File: config.mk
export PLATFORM = sky130hd
export DESIGN_NAME = cuts_tape_tx
export DESIGN_NICKNAME = d
export VERILOG_FILES = /design/src/rtl/cuts_tape_tx.sv
export SDC_FILE = /design/constraint.sdc
export NUM_CORES = 1
export LEC_CHECK = 0
export BUFFER_PORTS_ARGS = -buffer_cell sky130_fd_sc_hd__buf_2
export CAP_MARGIN = 20
export CORE_MARGIN = 2
export CORE_UTILIZATION = 55
export CTS_CLUSTER_DIAMETER = 80
export DETAILED_ROUTE_END_ITERATION = 12
export GPL_ROUTABILITY_DRIVEN = 0
export PLACE_DENSITY = 0.77
export SYNTH_ARGS = -nofsm -noshare
export SYNTH_HDL_FRONTEND = slang
export SYNTH_SLANG_ARGS = --single-unit
File: constraint.sdc
create_clock -name clk_sys -period 4.9 [get_ports clk_sys]
set_input_delay 0.245 -clock clk_sys [delete_from_list [all_inputs] [get_ports clk_sys]]
set_output_delay 0.245 -clock clk_sys [all_outputs]
set_load 0.05 [all_outputs]
File: src/rtl/cuts_tape_tx.sv
// CUTS (Kansas City 300 baud) tape transmitter.
// Serialises bytes into 1200/2400 Hz square-wave cells.
module cuts_tape_tx #(
  parameter int CLK_HZ    = 32000000,
  parameter int STOP_BITS = 1
) (
  input  logic       clk_sys,
  input  logic       reset_n,
  input  logic       enable,
  input  logic [7:0] din,
  input  logic       din_valid,
  output logic       din_ready,
  output logic       tape_out,
  output logic       busy
);

  typedef enum logic [2:0] {
    IDLE,
    CARRIER,
    START,
    DATA,
    STOP
  } state_t;

  localparam logic [26:0] STEP  = 27'd4800;
  localparam logic [26:0] LIMIT = 27'(CLK_HZ);
  localparam logic LAST_STOP    = (STOP_BITS == 2);

  state_t      state, state_d;
  logic [25:0] acc, acc_d;
  logic [3:0]  cell_cnt, cell_d;
  logic [2:0]  bit_idx, bit_d;
  logic        stop_cnt, stop_d;
  logic [7:0]  shift, shift_d;
  logic [7:0]  hold, hold_d;
  logic        hold_full, hold_full_d;
  logic        tape_d;

  logic [26:0] sum;
  logic        tick;
  logic        cell_val;
  logic        boundary;
  logic        xfer;

  // Baud accumulator, cell decode and handshake terms.
  always_comb begin
    sum      = {1'b0, acc} + STEP;
    tick     = (state != IDLE) && (sum >= LIMIT);
    boundary = tick && (cell_cnt == 4'hF);
    case (state)
      CARRIER: cell_val = 1'b1;
      STOP:    cell_val = 1'b1;
      DATA:    cell_val = shift[0];
      default: cell_val = 1'b0;
    endcase
    din_ready = enable & ~hold_full & (state != IDLE);
    xfer      = din_valid & din_ready;
    busy      = hold_full |
                (state == START) |
                (state == DATA) |
                (state == STOP);
  end

  // Next-state logic for the cell sequencer and holding register.
  always_comb begin
    state_d     = state;
    acc_d       = acc;
    cell_d      = cell_cnt;
    bit_d       = bit_idx;
    stop_d      = stop_cnt;
    shift_d     = shift;
    hold_d      = hold;
    hold_full_d = hold_full;
    tape_d      = tape_out;
    if (state == IDLE) begin
      acc_d  = '0;
      cell_d = '0;
      tape_d = 1'b0;
      if (enable) begin
        state_d = CARRIER;
        tape_d  = 1'b1;
      end
    end else if (!enable) begin
      // Abort wins over a same-cycle transfer.
      state_d     = IDLE;
      acc_d       = '0;
      cell_d      = '0;
      tape_d      = 1'b0;
      hold_full_d = 1'b0;
    end else begin
      if (xfer) begin
        hold_full_d = 1'b1;
        hold_d      = din;
      end
      if (tick) begin
        acc_d  = 26'(sum - LIMIT);
        cell_d = cell_cnt + 4'd1;
        if (cell_val | cell_cnt[0])
          tape_d = ~tape_out;
      end else begin
        acc_d = sum[25:0];
      end
      if (boundary) begin
        case (state)
          START: begin
            state_d = DATA;
            bit_d   = '0;
          end
          DATA: begin
            shift_d = shift >> 1;
            if (bit_idx == 3'd7) begin
              state_d = STOP;
              stop_d  = 1'b0;
            end else begin
              bit_d = bit_idx + 3'd1;
            end
          end
          default: begin
            if (state == STOP && stop_cnt != LAST_STOP) begin
              stop_d = 1'b1;
            end else if (hold_full) begin
              state_d     = START;
              shift_d     = hold;
              hold_full_d = 1'b0;
            end else begin
              state_d = CARRIER;
            end
          end
        endcase
      end
    end
  end

  // State register with asynchronous clear.
  always_ff @(posedge clk_sys or negedge reset_n) begin
    if (!reset_n) begin
      state     <= IDLE;
      acc       <= '0;
      cell_cnt  <= '0;
      bit_idx   <= '0;
      stop_cnt  <= 1'b0;
      shift     <= '0;
      hold      <= '0;
      hold_full <= 1'b0;
      tape_out  <= 1'b0;
    end else begin
      state     <= state_d;
      acc       <= acc_d;
      cell_cnt  <= cell_d;
      bit_idx   <= bit_d;
      stop_cnt  <= stop_d;
      shift     <= shift_d;
      hold      <= hold_d;
      hold_full <= hold_full_d;
      tape_out  <= tape_d;
    end
  end

endmodule
==> flow_summary_export.csv <==
group,metric,value,unit
status,status,"finished, final reports clean",
setup_path,crit_path_end_kind,"flop",
global_routing,grt_pass1_wl,11400,um
cts,clock_path_buffers,2,
pwr,leakage,1.400,nW
timing,max-slew-margin-rel,41.22,%
yosys,avgSynthCellArea,9.414,sq um
yosys,yosys_warnings,0,
die,core-area,5473,sq um
timing,fin_worst_skew,0.005437,ns
timing,timing.hold.ws,0.02823,ns
die,initial_core_util,56.77,%
setup_path,critPathMaxFanout,8,
placed_design,place_inst,401,
job,maxCapViolations,0,
cts,ctsHtreeMaxLevel,2,
placed_design,dpl-instance-area,3209,sq um
cts,root_buffer,"clkbuf_8",
timing,finalSetupTns,0,ns
yosys,yosysTopAreaCell,"dfrtp_1",
routing,dr.pass1.iters,4,
routing,wl,6578,um
routing,vias,2479,
setup_path,cp.arrival,4.14,ns
yosys,syn_inst,330,
cts,clkTransAtPathRegs,0.09,ns
timing,setup-violations-final,0,
cts,cts_hold_buf,0,
yosys,synth_common_cells,"49 x dfrtp_1, 27 x nand2_1, 19 x nor2_1",
cts,cts_resized,0,
finish,seq_area,1226,sq um
yosys,synth_top_cell_area_share,39.47,%
yosys,synth.ff_latch_count,49,
cts,cts_buffers,5,
routing,initialDrtViolationCount,206,
timing,finalHoldViolations,0,
finish,diodes,0,
finish,syn2layout_area_growth,7.612,%
yosys,synth_seq_area_share,39.47,%
yosys,synth-edff-count,0,
timing,min_period_over_period,80.60,%
yosys,synth_ff_type,"dfrtp_1",
timing,maxSlewViolCount,0,
yosys,syn-num-nets,348,
timing,fin_crit,3.949,ns
global_routing,grtUsageTotal,23.08,%
global_routing,grtUsageMet3,3.750,%
routing,routedWlPerCell,16.08,um
routing,viasPerCell,6.061,
die,dieHeight,79.16,um
placed_design,port_buffers,14,
routing,drc,0,
finish,final_cell_count_no_fill,409,
timing,clock.fmax,253.2,MHz
die,rows,27,
cts,clock_latency,0.31,ns
setup_path,cp-start-kind,"flop",
global_routing,global_route.usage.met2,36.95,%
finish,fill_cells,453,
placed_design,dp_hpwl,4601,um
finish,design_area,3343,sq um
cts,cts_num_sinks,49,
cts,cts_setup_buffers,0,
timing,worst_pin_slew,0.8796,ns
yosys,async_flop_share,100.0,%
die,ios,15,
pwr,powerDensity,261.9,nW/um^2
cts,cts_tree,"yes",
setup_path,critPathKind,"reg2reg",
global_routing,antenna_found_initial,0,
global_routing,grt_pass1_vias,2421,
worst_hold_path,min_path_type,"in2async",
yosys,synth_area_leaders,"dfrtp_1 39%, mux2_2 5.4%, mux2_4 3.4%, nand2_1 3.3%, xnor2_1 3.1%",
global_routing,grt_max_degree,50,
die,die_x,79.16,um
global_routing,grt_overflow,0,
finish,multi_input_area,1770,sq um
yosys,synth.most_common_cell,"dfrtp_1",
finish,nNetsFinal,354,
routing,drtAntennaViolNets,0,
global_routing,met1_usage,31.61,%
pwr,p_total,0.0008757,W
finish,drive_gt1_share,17.21,%
die,die_area,6266,sq um
pwr,max-vdd-ir-drop,0.1951,mV
global_routing,grt-busiest-layer,"met2",
setup_path,worstPathRequired,5.09,ns
timing,grt_setup_unrepaired,"false",
yosys,synth_area,3107,sq um
yosys,synth_cell_types,61,
## path summary, 6_finish.rpt
check,from,slack [ns],depth (start not counted),endpoint
max,acc[6],0.95,13,shift[2]
min reg2reg,hold[7],0.51,1,hold[7]
min,reset_n,0.03,2,hold[5]
min in group clk_sys,din[7],0.16,2,hold[7]
max reg2reg,acc[6],0.95,13,shift[2]
max in group asynchronous,reset_n,4.46,2,bit_idx[1]
## critical path, cell delays in order, from the launching register on
cell and delay [ns]:
dfrtp_1 0.44, inv_1 0.07, ha_1 0.22, nor2b_1 0.45, o211ai_1 0.17, xnor2_1 0.17, ha_1 0.25, nor2b_1 0.14
a211o_1 0.31, o22ai_1 0.15, nor4b_1 0.08, o21a_1 0.22, or4_1 0.78, mux2_4 0.39
## placed cells by master (no fill, tap or decap), types with 5 or more instances in the layout
master and n:
o31a_1 5, o21a_1 6, buf_2 14, nand4_1 5, mux2_2 15, xnor2_1 11, nor2_1 19, clkbuf_8 5
a21oi_1 18, o21ai_0 11, dfrtp_1 49, or2_2 5, nand3_1 15, nor3_1 14, xor2_1 7, nor2b_1 5
nor4_1 5, ha_1 6, mux2_4 7, inv_1 8, nand2_1 27
## logic make-up after synthesis
group                    synth area share (%)
multiplexers                            10.11
XOR/XNOR                                5.074
AO/OA/AOI/OAI                           18.08
AND/OR/NAND/NOR                         21.31
flip-flops                              39.47
buffers and inverters                   3.544
adder cells (fa/ha/maj)                 2.416
## layout make-up
class	count	area share, %
clock buffers	5	2.058
multi-input cells	255	52.96
flip-flops and latches	49	36.68
repair buffers	17	2.769
clock inverters	3	1.946
inverters	8	0.8982
well taps	72	2.695
## stage by stage
stage / setup WS, ns / utilization, %
CTS: 0.9598 / 61.09
global route: 0.7104 / 61.09
detailed placement: 0.9696 / 58.64
floorplan: 1.455 / -
finish: 0.9507 / 61.09
global placement: 1.112 / 58.64
## state kept, by name (all words and copies together), names as in the netlist
register / flops
shift: 8
acc: 20
state: 3
hold_full: 1
tape_out: 1
bit_idx: 3
cell_cnt: 4
hold: 8
stop_cnt: 1
## report_power, final
part,internal (W),switching [W]
registers,0.000425,0.0000163
logic,0.0000413,0.0000521
clock network,0.000203,0.000139
total,0.000669,0.000207
## metal layers
| layer | part of all wire (%) | up-vias |
|---|---|---|
| met3 | 3.6 | 12 |
| li1 | - | 1239 |
| met1 | 48 | 1170 |
| met4 | 1.9 | 0 |
| met2 | 46 | 58 |
| met5 | 0 | - |
(Power assumes the default switching activity.)
